[config.mk]
export PLATFORM = sky130hd
export DESIGN_NAME = imm_decode_stage
export DESIGN_NICKNAME = d
export VERILOG_FILES = /design/src/rtl/imm_decode_stage.sv
export SDC_FILE = /design/constraint.sdc
export NUM_CORES = 1
export LEC_CHECK = 0
export BUFFER_PORTS_ARGS = -buffer_cell sky130_fd_sc_hd__buf_2
export CAP_MARGIN = 5
export CORE_UTILIZATION = 35
export CTS_CLUSTER_DIAMETER = 200
export DETAILED_ROUTE_END_ITERATION = 12
export GPL_ROUTABILITY_DRIVEN = 1
export PLACE_DENSITY = 0.55
export SYNTH_ARGS = -nofsm -noshare
export SYNTH_HDL_FRONTEND = slang
export SYNTH_SLANG_ARGS = --single-unit
[constraint.sdc]
create_clock -name clk -period 1.8 [get_ports clk]
set_clock_uncertainty 0.15 [all_clocks]
set_input_delay 0.18 -clock clk [delete_from_list [all_inputs] [get_ports clk]]
set_output_delay 0.18 -clock clk [all_outputs]
set_load 0.005 [all_outputs]
[src/rtl/imm_decode_stage.sv]
// imm_decode_stage
//   Decodes the format and immediate of a raw RISC-V instruction word and
//   precomputes its branch/jump/AUIPC/LUI target address. The result is
//   registered behind a valid/ready handshake with a one-entry skid buffer.
//   in_ready depends only on registered state.
//
// Parameters
//   XLEN    datapath width, 32 or 64
//   PC_ADJ  constant subtracted from B/J immediates on out_imm only
//
// Ports
//   clk, rst_n            clock, asynchronous active-low reset
//   flush                 drop every buffered entry and the entry offered this cycle
//   in_valid/in_ready     producer handshake for in_instr/in_pc
//   out_valid/out_ready   consumer handshake for out_* fields
//   out_imm               sign-extended immediate (shamt for shift-immediates)
//   out_target            pc+imm for B/J/AUIPC, imm for LUI, otherwise 0
//   out_fmt               0=R 1=I 2=S 3=B 4=U 5=J 7=illegal
//   out_illegal           opcode not recognised
//   out_instr             instruction word passed through
module imm_decode_stage #(
  parameter int unsigned XLEN   = 32,
  parameter int unsigned PC_ADJ = 0
) (
  input  logic            clk,
  input  logic            rst_n,
  input  logic            flush,
  input  logic            in_valid,
  output logic            in_ready,
  input  logic [31:0]     in_instr,
  input  logic [XLEN-1:0] in_pc,
  output logic            out_valid,
  input  logic            out_ready,
  output logic [XLEN-1:0] out_imm,
  output logic [XLEN-1:0] out_target,
  output logic [2:0]      out_fmt,
  output logic            out_illegal,
  output logic [31:0]     out_instr
);

  localparam logic [6:0] OPC_OP_IMM   = 7'b0010011;
  localparam logic [6:0] OPC_LOAD     = 7'b0000011;
  localparam logic [6:0] OPC_JALR     = 7'b1100111;
  localparam logic [6:0] OPC_SYSTEM   = 7'b1110011;
  localparam logic [6:0] OPC_OP_IMM32 = 7'b0011011;
  localparam logic [6:0] OPC_STORE    = 7'b0100011;
  localparam logic [6:0] OPC_BRANCH   = 7'b1100011;
  localparam logic [6:0] OPC_LUI      = 7'b0110111;
  localparam logic [6:0] OPC_AUIPC    = 7'b0010111;
  localparam logic [6:0] OPC_JAL      = 7'b1101111;
  localparam logic [6:0] OPC_OP       = 7'b0110011;
  localparam logic [6:0] OPC_OP32     = 7'b0111011;

  localparam logic [2:0] FMT_R   = 3'd0;
  localparam logic [2:0] FMT_I   = 3'd1;
  localparam logic [2:0] FMT_S   = 3'd2;
  localparam logic [2:0] FMT_B   = 3'd3;
  localparam logic [2:0] FMT_U   = 3'd4;
  localparam logic [2:0] FMT_J   = 3'd5;
  localparam logic [2:0] FMT_ILL = 3'd7;

  localparam bit              IS64 = (XLEN == 64);
  localparam logic [XLEN-1:0] ADJ  = XLEN'(PC_ADJ);

  typedef struct packed {
    logic [XLEN-1:0] imm;
    logic [XLEN-1:0] target;
    logic [2:0]      fmt;
    logic            illegal;
    logic [31:0]     instr;
  } entry_t;

  logic [6:0]      w_opcode;
  logic [2:0]      w_funct3;
  logic            w_is_shift;
  logic [XLEN-1:0] w_imm_i;
  logic [XLEN-1:0] w_imm_s;
  logic [XLEN-1:0] w_imm_b;
  logic [XLEN-1:0] w_imm_u;
  logic [XLEN-1:0] w_imm_j;
  logic [XLEN-1:0] w_shamt5;
  logic [XLEN-1:0] w_shamt6;
  entry_t          w_dec;
  logic            w_accept;

  entry_t          r_out;
  entry_t          r_skid;
  logic            r_out_valid;
  logic            r_skid_valid;

  assign w_opcode   = in_instr[6:0];
  assign w_funct3   = in_instr[14:12];
  assign w_is_shift = (w_funct3 == 3'b001) || (w_funct3 == 3'b101);

  assign w_imm_i  = {{(XLEN-12){in_instr[31]}}, in_instr[31:20]};
  assign w_imm_s  = {{(XLEN-12){in_instr[31]}}, in_instr[31:25], in_instr[11:7]};
  assign w_imm_b  = {{(XLEN-13){in_instr[31]}}, in_instr[31], in_instr[7],
                     in_instr[30:25], in_instr[11:8], 1'b0};
  assign w_imm_u  = {{(XLEN-32){in_instr[31]}}, in_instr[31:12], 12'h000};
  assign w_imm_j  = {{(XLEN-21){in_instr[31]}}, in_instr[31], in_instr[19:12],
                     in_instr[20], in_instr[30:21], 1'b0};
  assign w_shamt5 = {{(XLEN-5){1'b0}}, in_instr[24:20]};
  assign w_shamt6 = {{(XLEN-6){1'b0}}, in_instr[25:20]};

  always_comb begin
    w_dec         = '0;
    w_dec.instr   = in_instr;
    w_dec.fmt     = FMT_ILL;
    w_dec.illegal = 1'b1;
    case (w_opcode)
      OPC_OP_IMM: begin
        w_dec.fmt     = FMT_I;
        w_dec.illegal = 1'b0;
        if (w_is_shift) w_dec.imm = IS64 ? w_shamt6 : w_shamt5;
        else            w_dec.imm = w_imm_i;
      end
      OPC_LOAD, OPC_JALR, OPC_SYSTEM: begin
        w_dec.fmt     = FMT_I;
        w_dec.illegal = 1'b0;
        w_dec.imm     = w_imm_i;
      end
      OPC_OP_IMM32: begin
        // Word shifts always carry a 5-bit shamt, even on a 64-bit datapath.
        if (IS64) begin
          w_dec.fmt     = FMT_I;
          w_dec.illegal = 1'b0;
          w_dec.imm     = w_is_shift ? w_shamt5 : w_imm_i;
        end
      end
      OPC_STORE: begin
        w_dec.fmt     = FMT_S;
        w_dec.illegal = 1'b0;
        w_dec.imm     = w_imm_s;
      end
      OPC_BRANCH: begin
        w_dec.fmt     = FMT_B;
        w_dec.illegal = 1'b0;
        w_dec.imm     = w_imm_b - ADJ;
        w_dec.target  = in_pc + w_imm_b;
      end
      OPC_LUI: begin
        w_dec.fmt     = FMT_U;
        w_dec.illegal = 1'b0;
        w_dec.imm     = w_imm_u;
        w_dec.target  = w_imm_u;
      end
      OPC_AUIPC: begin
        w_dec.fmt     = FMT_U;
        w_dec.illegal = 1'b0;
        w_dec.imm     = w_imm_u;
        w_dec.target  = in_pc + w_imm_u;
      end
      OPC_JAL: begin
        w_dec.fmt     = FMT_J;
        w_dec.illegal = 1'b0;
        w_dec.imm     = w_imm_j - ADJ;
        w_dec.target  = in_pc + w_imm_j;
      end
      OPC_OP: begin
        w_dec.fmt     = FMT_R;
        w_dec.illegal = 1'b0;
      end
      OPC_OP32: begin
        if (IS64) begin
          w_dec.fmt     = FMT_R;
          w_dec.illegal = 1'b0;
        end
      end
      default: ;
    endcase
  end

  // The skid is only ever filled while the output slot is held, so a free
  // skid is sufficient for acceptance.
  assign w_accept = in_valid && !r_skid_valid;

  always_ff @(posedge clk or negedge rst_n) begin
    if (!rst_n) begin
      r_out_valid  <= 1'b0;
      r_skid_valid <= 1'b0;
      r_out        <= '0;
      r_skid       <= '0;
    end else if (flush) begin
      r_out_valid  <= 1'b0;
      r_skid_valid <= 1'b0;
    end else if (!r_out_valid || out_ready) begin
      // Output slot frees up this edge: the older skid entry has priority.
      if (r_skid_valid) begin
        r_out        <= r_skid;
        r_out_valid  <= 1'b1;
        r_skid_valid <= 1'b0;
      end else if (w_accept) begin
        r_out        <= w_dec;
        r_out_valid  <= 1'b1;
      end else begin
        r_out_valid  <= 1'b0;
      end
    end else if (w_accept) begin
      r_skid       <= w_dec;
      r_skid_valid <= 1'b1;
    end
  end

  assign in_ready    = !r_skid_valid;
  assign out_valid   = r_out_valid;
  assign out_imm     = r_out.imm;
  assign out_target  = r_out.target;
  assign out_fmt     = r_out.fmt;
  assign out_illegal = r_out.illegal;
  assign out_instr   = r_out.instr;

endmodule

Word-level counts from Yosys, hierarchy flattened
Cells that the tools add are included. W data, S select, Z words.

Flip-flop bits (word level): 202. Bits of input ports: 69. Word-level logic and storage cells: 55.

Add/sub/neg operators: 3. Equality and inequality tests: 12. Muxes and demuxes: 13. Bitwise operators: 2. Reductions and logical operators: 13.

Operator list (count): $mux W100 (2); $pmux W32 S6 (1); $pmux W32 S4 (1); $add A32 B32 Y32 (3); $mux W32 (1); $eq A7 B7 Y1 const B (4); $pmux W4 S6 (1); $eq A7 B6 Y1 const B (3); $eq A7 B5 Y1 const B (2); $eq A7 B2 Y1 const B (1); $mux W1 (7); $reduce_and A3 Y1 (2); $reduce_bool A2 Y1 (2); $reduce_or A4 Y1 (1); $eq A3 B1 Y1 const B (1); $eq A3 B3 Y1 const B (1); $reduce_bool A3 Y1 (1); $reduce_or A3 Y1 (1); $logic_not A1 Y1 (2); $logic_or A1 B1 Y1 (2); $not A1 Y1 (2); $reduce_or A2 Y1 (1); $logic_and A1 B1 Y1 (1).

Longest topological paths before layout
Gate-level depths: netlist of the first run.

Depth in word-level cells: 6. Depth in mapped cells: 16.

Worst setup path after synthesis of the first run
No wires, ideal clock.

Path kind: input port to flip-flop. From: in in_instr[4]. To: reg r_out (netlist bit out_target[13]). Setup time: 0.120 ns. Arrival time: 3.584 ns. Slack: -2.054 ns. Cell stages on the path: 14. Path buffers: 2. Cell sequence: buf_2 nor4_2 clkbuf_1 mux2_2 ha_1 fa_1 nand3_1 a21boi_1 a31oi_1 a21oi_1 nor2b_1 xnor2_1 a221o_1 a31o_2.

Longest elaborated chain between the ends: 4. Elaborated cells on any way between the ends: 7. Classes of those cells: eq/ne: 4; mux: 3.

Ends and longest elaborated chain: start, declared (RTL line 30) `input logic [31:0] in_instr,`; $eq A7 B7 Y1, or another cell as far along (RTL line 110) `case (w_opcode)`; $pmux W32 S4 (*) (RTL line 110); $mux W100 (*) (RTL line 192) `end else if (w_accept) begin`; $mux W100 (*) (RTL line 188) `if (r_skid_valid) begin`; end signal, assigned (RTL line 189) `r_out <= r_skid;`; end signal, assigned (RTL line 193) `r_out <= w_dec;`; end, declared (RTL line 86) `entry_t r_out;`.

Mark *: on every way between the ends. The rest lies on a longest branch, timed or not. The select of a mux whose other input is x is not followed. A chain may end at the register's enable or synchronous reset.

Worst setup path in the final report of the first run
From: in in_instr[3]. To: reg r_out (netlist bit out_target[27]).

Same word-level chain as after synthesis.

==> results.json, run 1 <==
{
  "ff2ff_setup_slack_ps": 20,
  "worst_slack_ps": -1020,
  "relSlewSlack": 0.387,
  "path_common_cell": "buf_6",
  "grt_pass1_vias": 12500,
  "synth_flop_cell": "dfrtp_1",
  "cpMaxStageDelayCell": "fa_2",
  "arrival_ps": 3090,
  "grt_max_degree": 65,
  "critPathKind": "in -> reg",
  "dp_slack_ps": -1790,
  "post-dp-hpwl_um": 35600,
  "slew_viol_final": 0,
  "fin_util": 0.544,
  "synth.mux.area_fraction": 0.0515,
  "synth_top_family_by_area": "compound AO/OA/AOI/OAI gates",
  "hold_viol": 0,
  "die_width_um": 188,
  "routedWlPerCell_um": 20.0,
  "synth_warnings": 0,
  "critical_path.max_stage_delay_ps": 420,
  "htree_num_levels": 1,
  "synth_edf_count": 0,
  "drive_above_1_share": 0.372,
  "grt_use_met1": 0.346,
  "endpoint_kind": "flip-flop",
  "peakVddDrop_v": 0.000622,
  "synth_compound_area_frac": 0.236,
  "met2_usage": 0.454,
  "violations": "negative setup slack",
  "synth-simple-area-share": 0.181,
  "drc": 0,
  "dr.pass1.iters": 6,
  "ys_ff_latch": 202,
  "maxCapViolCount": 0,
  "die-area_mm2": 0.0354,
  "cp-start-kind": "input port",
  "worstPathCellList": "buf_8, nand2_4, nor4_4, buf_6, mux2_4, buf_6, fa_2, nand3_4, a21boi_4, a31oi_4, buf_6, a21oi_4, a211oi_4, or4_1, and3_4, o21ai_2",
  "antenna_found_initial": 0,
  "finalSetupViolCount": 59,
  "hold_class": "in -> reg",
  "cts_max_path_buffers": 3,
  "syn_inst": 1429,
  "core_area_mm2": 0.0338,
  "clkSinkCount": 202,
  "fmax_ghz": 0.354,
  "critPathMaxFanout": 8,
  "synth_cell_types": 76,
  "port_buffers": 170,
  "vias": 12800,
  "drtIter0Drc": 877,
  "grt_pass1_wl_um": 72800,
  "wirelength_um": 48000,
  "async_flop_share": 1.00,
  "avgViaCountPerCell": 5.32,
  "rsz0062_at_grt": "yes",
  "cts_root_buf": "clkbuf_16",
  "placed_area_mm2": 0.0161,
  "track_usage": 0.266,
  "design_area_mm2": 0.0184,
  "status": "complete, but fails checks",
  "grt.busiest_layer": "met2",
  "leakagePower_nw": 8.83,
  "initial_utilization": 0.359,
  "synthesis.nets": 1550,
  "syn-cell-area_mm2": 0.0121,
  "post-route-min-period_ps": 2820,
  "path_delay_family": "compound AO/OA/AOI/OAI gates",
  "cts_tree": "yes",
  "worst_slew_pin_slew_ps": 908,
  "rows": 67,
  "critPathBufInv": 4,
  "fin_nets": 2057,
  "power_density_mw_per_mm2": 740,
  "synth_fa_ha_area_frac": 0.0549,
  "syn_avg_cell_area_um2": 8.49,
  "cp.required_ps": 2070,
  "postRouteAntennaNets": 0,
  "path_clk_slew_ps": 60,
  "boundaryPins": 171,
  "ys_seq_area_frac": 0.417,
  "cts_made_buffers": 24,
  "grtUsageMet3": 0.0279,
  "timing.final.crit_share": 1.57,
  "area_growth_pct": 51.4,
  "synth_xor_area_frac": 0.0245,
  "worst_skew_pair.late_latency_ps": 540,
  "die-height_um": 188,
  "gp_congestion": 0.923,
  "grt.overflow.total": 0
}
==> worst paths after layout <==
| path | depth (start not counted) | end | from |
|---|---|---|---|
| min reg2reg | 2 | out_imm[20] | out_imm[20] |
| max reg2reg | 7 | out_target[25] | r_skid_valid |
| min in group asynchronous | 2 | out_instr[10] | rst_n |
| min | 4 | r_skid[23] | in_instr[23] |
| max in group asynchronous | 3 | out_imm[29] | rst_n |
| max | 16 | out_target[27] | in_instr[3] |
==> state kept, by name (all words and copies together) (netlist names) <==
| name | count |
|---|---|
| out_imm | 32 |
| out_illegal | 1 |
| out_target | 32 |
| out_valid | 1 |
| out_instr | 32 |
| r_skid | 100 |
| out_fmt | 3 |
| r_skid_valid | 1 |
==> repair_timing <==
| action | CTS | global route |
|---|---|---|
| hold endpoints to repair | 242 | 1 |
| setup buffers | 23 | 20 |
| pin swaps | 57 | 39 |
| hold buffers | 34 | 1 |
| cloned | 0 | 4 |
| endpoints found under the setup margin | 116 | 138 |
| resized for setup | 121 | 65 |
==> cell usage in the layout (no fill, tap or decap), types with 9 or more instances in the layout <==
| master | count |
|---|---|
| o211ai_1 | 9 |
| o21ai_0 | 135 |
| o21ai_1 | 51 |
| a21oi_1 | 91 |
| nand2_1 | 296 |
| ha_1 | 39 |
| mux2_2 | 14 |
| or3_1 | 11 |
| nor2_1 | 79 |
| nand2b_1 | 9 |
| buf_4 | 312 |
| xnor2_1 | 22 |
| nor3_1 | 13 |
| a22oi_1 | 19 |
| a31oi_1 | 10 |
| dlygate4sd3_1 | 35 |
| mux2i_1 | 41 |
| buf_12 | 22 |
| ha_4 | 11 |
| o21ai_2 | 11 |
| and3_1 | 15 |
| dfrtp_1 | 201 |
| a21oi_2 | 18 |
| nand3_1 | 12 |
| a21o_1 | 24 |
| buf_2 | 165 |
| inv_1 | 12 |
| buf_6 | 29 |
| clkbuf_16 | 28 |
==> where the power goes <==
group	total, mW	switching [mW]	internal [mW]
registers	5.25	0.248	5.00
clock network	4.70	1.95	2.75
logic	3.64	1.89	1.75
==> cells by family (layout without fill, tap and decap cells) <==
family | after synthesis | after routing
other | 0 | 1
xor gates and xnor gates | 34 | 34
DFF | 202 | 202
AOI/OAI and AO/OA | 470 | 470
buffers and inverters | 106 | 626
and+or+nand+nor | 505 | 505
adders and majority gates | 52 | 52
muxes | 60 | 60
==> per-layer routing <==
layer / vias up / routed length [µm]
met1: 6161 / 20800
met4: 0 / 1870
li1: 6106 / -
met5: - / 0
met3: 97 / 2290
met2: 397 / 23100
==> through the flow <==
| step | total power [mW] | TNS (ps) | std cells | hold WS (ps) |
|---|---|---|---|---|
| after floorplan | 6.82 | -75310 | 1429 | -266 |
| after global placement | 8.44 | -113150 | 2283 | 12.9 |
| after detailed placement | 8.48 | -117150 | 2283 | 13.9 |
| after CTS | 13.5 | -45320 | 2378 | 5.21 |
| after global routing | 14.2 | -55820 | 2397 | 12.6 |
| final | 13.6 | -47210 | 2398 | 24.8 |
==> final cells by class <==
| type | count | area (µm²) |
|---|---|---|
| antenna | 1 | 2.50 |
| clock buffer | 34 | 678 |
| clock inverter | 5 | 63.8 |
| fill | 3134 | 15400 |
| inverter | 13 | 51.3 |
| multi-input combinational | 1121 | 7420 |
| sequential | 202 | 5060 |
| tap | 448 | 561 |
| timing repair buffer | 574 | 4530 |
==> cell usage after synthesis (3+ instances only) <==
cell | number | area (µm²)
o22ai_1 | 3 | 18.8
a2111oi_0 | 3 | 26.3
nand2_1 | 304 | 1140
buf_1 | 5 | 18.8
a211oi_1 | 9 | 67.6
o21a_1 | 8 | 60.1
and3_1 | 16 | 100
a31o_2 | 4 | 35.0
o21bai_1 | 6 | 45.0
nor3_1 | 20 | 100
nand2b_1 | 9 | 56.3
buf_2 | 7 | 35.0
buf_6 | 4 | 45.0
and2_1 | 8 | 50.1
and3_4 | 3 | 33.8
mux2i_1 | 41 | 410
o211a_1 | 4 | 40.0
or2_2 | 5 | 31.3
inv_1 | 13 | 48.8
a31oi_1 | 12 | 75.1
o21ai_1 | 10 | 50.1
clkbuf_1 | 76 | 285
ha_1 | 50 | 626
nand4_1 | 7 | 43.8
nor2_1 | 85 | 319
a21o_1 | 24 | 180
dfrtp_1 | 202 | 5050
a211o_1 | 3 | 26.3
a21oi_1 | 112 | 561
nor4_1 | 4 | 25.0
a221oi_1 | 8 | 70.1
o211ai_1 | 9 | 67.6
nor2b_1 | 7 | 43.8
nand3_1 | 13 | 65.1
xnor2_1 | 26 | 228
a22oi_1 | 26 | 195
o21ai_2 | 3 | 26.3
a22o_1 | 3 | 26.3
xor2_1 | 8 | 70.1
o21ai_0 | 186 | 931
mux2_2 | 19 | 214
or3_1 | 13 | 81.3
o31ai_1 | 4 | 30.0
a32oi_1 | 4 | 35.0
==> worst register-to-register path: cells and delay by family, from the launching register on <==
kind / cells / cell delay [ps]
buffers and inverters: 1 / 200
AO/OA/AOI/OAI: 2 / 230
flip-flops: 1 / 510
AND/OR/NAND/NOR: 4 / 570
No activity file was read; power rests on OpenSTA's default activity.
==> run 2, diff against run 1 <==
--- a/config.mk
+++ b/config.mk
@@ -6,12 +6,13 @@
 export NUM_CORES = 1
 export LEC_CHECK = 0
 export BUFFER_PORTS_ARGS = -buffer_cell sky130_fd_sc_hd__buf_2
-export CAP_MARGIN = 5
 export CORE_UTILIZATION = 35
+export CTS_BUF_LIST = sky130_fd_sc_hd__clkbuf_8 sky130_fd_sc_hd__clkbuf_16
 export CTS_CLUSTER_DIAMETER = 200
 export DETAILED_ROUTE_END_ITERATION = 12
 export GPL_ROUTABILITY_DRIVEN = 1
 export PLACE_DENSITY = 0.55
+export REMOVE_ABC_BUFFERS = 1
 export SYNTH_ARGS = -nofsm -noshare
 export SYNTH_HDL_FRONTEND = slang
 export SYNTH_SLANG_ARGS = --single-unit
==> results.json, run 2 (same netlist as run 1, synthesis figures left out) <==
{
  "status": "complete, but fails checks",
  "violations": "negative hold slack, negative setup slack",
  "clkSinkCount": 202,
  "worstPathCellList": "buf_8, nand2_4, nor4_4, buf_6, mux2_4, ha_4, fa_2, nand3_2, a21boi_2, a31oi_1, buf_4, a211oi_4, buf_4, o211ai_1, o211ai_1, a21oi_2, o21ai_1",
  "rsz0062_at_grt": "yes",
  "port_buffers": 170,
  "rr_worst_depth": 8,
  "grt_pass1_wl_um": 69000,
  "finalSetupViolCount": 58,
  "hold_viol": 8,
  "startpoint": "in_instr[3]",
  "maxCapViolCount": 0,
  "htree_num_levels": 1,
  "critical_path.max_stage_delay_ps": 380,
  "post-route-min-period_ps": 2800,
  "largest_reg_flops": 100,
  "hold_buffers": 46,
  "relSlewSlack": 0.590,
  "wirelength_um": 44900,
  "post-dp-hpwl_um": 31600,
  "hold_class": "in -> reg",
  "slew_viol_final": 0,
  "critPathMaxFanout": 8,
  "leakagePower_nw": 8.63,
  "gp_congestion": 0.888,
  "grt_max_degree": 89,
  "dp_cells": 2238,
  "rows": 67,
  "cp-start-kind": "input port",
  "arrival_ps": 3070,
  "worst_slew_pin_slew_ps": 613,
  "area_growth_pct": 49.3,
  "min_delay_path_depth": 3,
  "r2r_start": "r_skid_valid",
  "power_density_mw_per_mm2": 763,
  "cts_max_path_buffers": 3,
  "routedWlPerCell_um": 19.1,
  "drive_above_1_share": 0.364,
  "die_width_um": 188,
  "initial_utilization": 0.359,
  "postRouteAntennaNets": 0,
  "worstReg2RegEnd": "out_target[28]",
  "worst_slack_ps": -1000,
  "die-area_mm2": 0.0354,
  "whs_ps": -84.6,
  "path_clk_slew_ps": 60,
  "cpMaxStageDelayCell": "fa_2",
  "timing.final.crit_share": 1.56,
  "fin_util": 0.536,
  "critPathKind": "in -> reg",
  "ff2ff_setup_slack_ps": -40,
  "avgViaCountPerCell": 5.32,
  "cts_root_buf": "clkbuf_16",
  "drtIter0Drc": 1056,
  "min_to": "r_skid[37]",
  "antenna_found_initial": 2,
  "track_usage": 0.247,
  "peakVddDrop_v": 0.000539,
  "mostFrequentLayoutCells": "nand2_1, buf_4, dfrtp_1",
  "die-height_um": 188,
  "top_register": "r_skid",
  "boundaryPins": 171,
  "vias": 12500,
  "dr.pass1.iters": 5,
  "worst_skew_pair.late_latency_ps": 530,
  "fin_cells": 2352,
  "core_area_mm2": 0.0338,
  "cp.required_ps": 2060,
  "grt_pass1_vias": 12400,
  "endpoint_kind": "flip-flop",
  "critPathBufInv": 4,
  "cts_made_buffers": 24,
  "drc": 0,
  "cts_tree": "yes",
  "path_delay_family": "compound AO/OA/AOI/OAI gates",
  "fmax_ghz": 0.357,
  "hp-start": "in_pc[1]",
  "layout.cells.most_common": "nand2_1",
  "grt.overflow.total": 0,
  "fillCellCount": 3083,
  "fin_nets": 2006
}
run 2: cell types whose count changed in the layout (fill, tap and decap cells not counted), sizes merged:
cell,previous run,this run
clkbuf,39,36
clkinvlp,1,3
clkinv,3,5
dlygate4sd3,35,46
inv,13,15
buf,534,474
run 2: final cells by class:
class                   instances  area, µm²  share of cell area
diodes                          1       2.50            0.000138
clock buffers                  33        736              0.0406
clock inverters                11       83.8             0.00463
inverters                      13       61.3             0.00338
multi-input cells            1121       7550               0.417
flip-flops and latches        202       5060               0.279
well taps                     448        561              0.0309
repair buffers                523       4060               0.224
run 2: worst max path at each step:
| stage | endpoint | slack (ps) | depth (start not counted) |
|---|---|---|---|
| 3_5_place_dp | out_target[30] | -1970 | 16 |
| 3_3_place_gp | out_target[24] | -1890 | 15 |
| 2_1_floorplan | out_target[31] | -4520 | 6 |
| 6_report | out_target[29] | -1000 | 17 |
| 4_1_cts | out_target[13] | -910 | 16 |
| 5_1_grt | out_target[29] | -1090 | 17 |
run 2: where the power goes:
group / internal (mW) / switching, mW / leakage [nW] / total (mW)
registers: 5.00 / 0.239 / 2.68 / 5.24
clock network: 2.98 / 2.03 / 0.412 / 5.01
logic: 1.70 / 1.87 / 5.54 / 3.57
run 2: worst reg2reg max path, cell delays in order, from the launching register on:
cell and delay (ps):
dfrtp_4 440, buf_12 150, clkinv_8 60, buf_8 130
buf_4 170, buf_4 140, or3_1 350, o21ai_0 80
a31oi_1 60
run 2: metrics by stage:
stage                     setup slack, ps  cell area (µm²)  TNS, ps  power (mW)
final                               -1000            18100   -44960        13.8
after global routing                -1090            18100   -51720        14.5
after detailed placement            -1970            15600  -132260        8.30
after floorplan                     -4520            11700  -803990        6.70
after CTS                            -913            17700   -40090        13.7
after global placement              -1890            15600  -127930        8.25
run 2: repair_timing:
item	in CTS	in global routing
hold endpoints to repair	267	1
pin swaps	81	56
resized for setup	189	57
buffers inserted	14	12
setup endpoints to repair	80	130
gates cloned	0	3
run 2: per-layer routing:
layer | global-route usage | part of all wire | vias up
met4 | 0.0766 | 0.031 | 0
met2 | 0.403 | 0.46 | 383
met1 | 0.339 | 0.44 | 6023
met3 | 0.0328 | 0.061 | 93
met5 | 0 | 0 | -
li1 | - | - | 6017
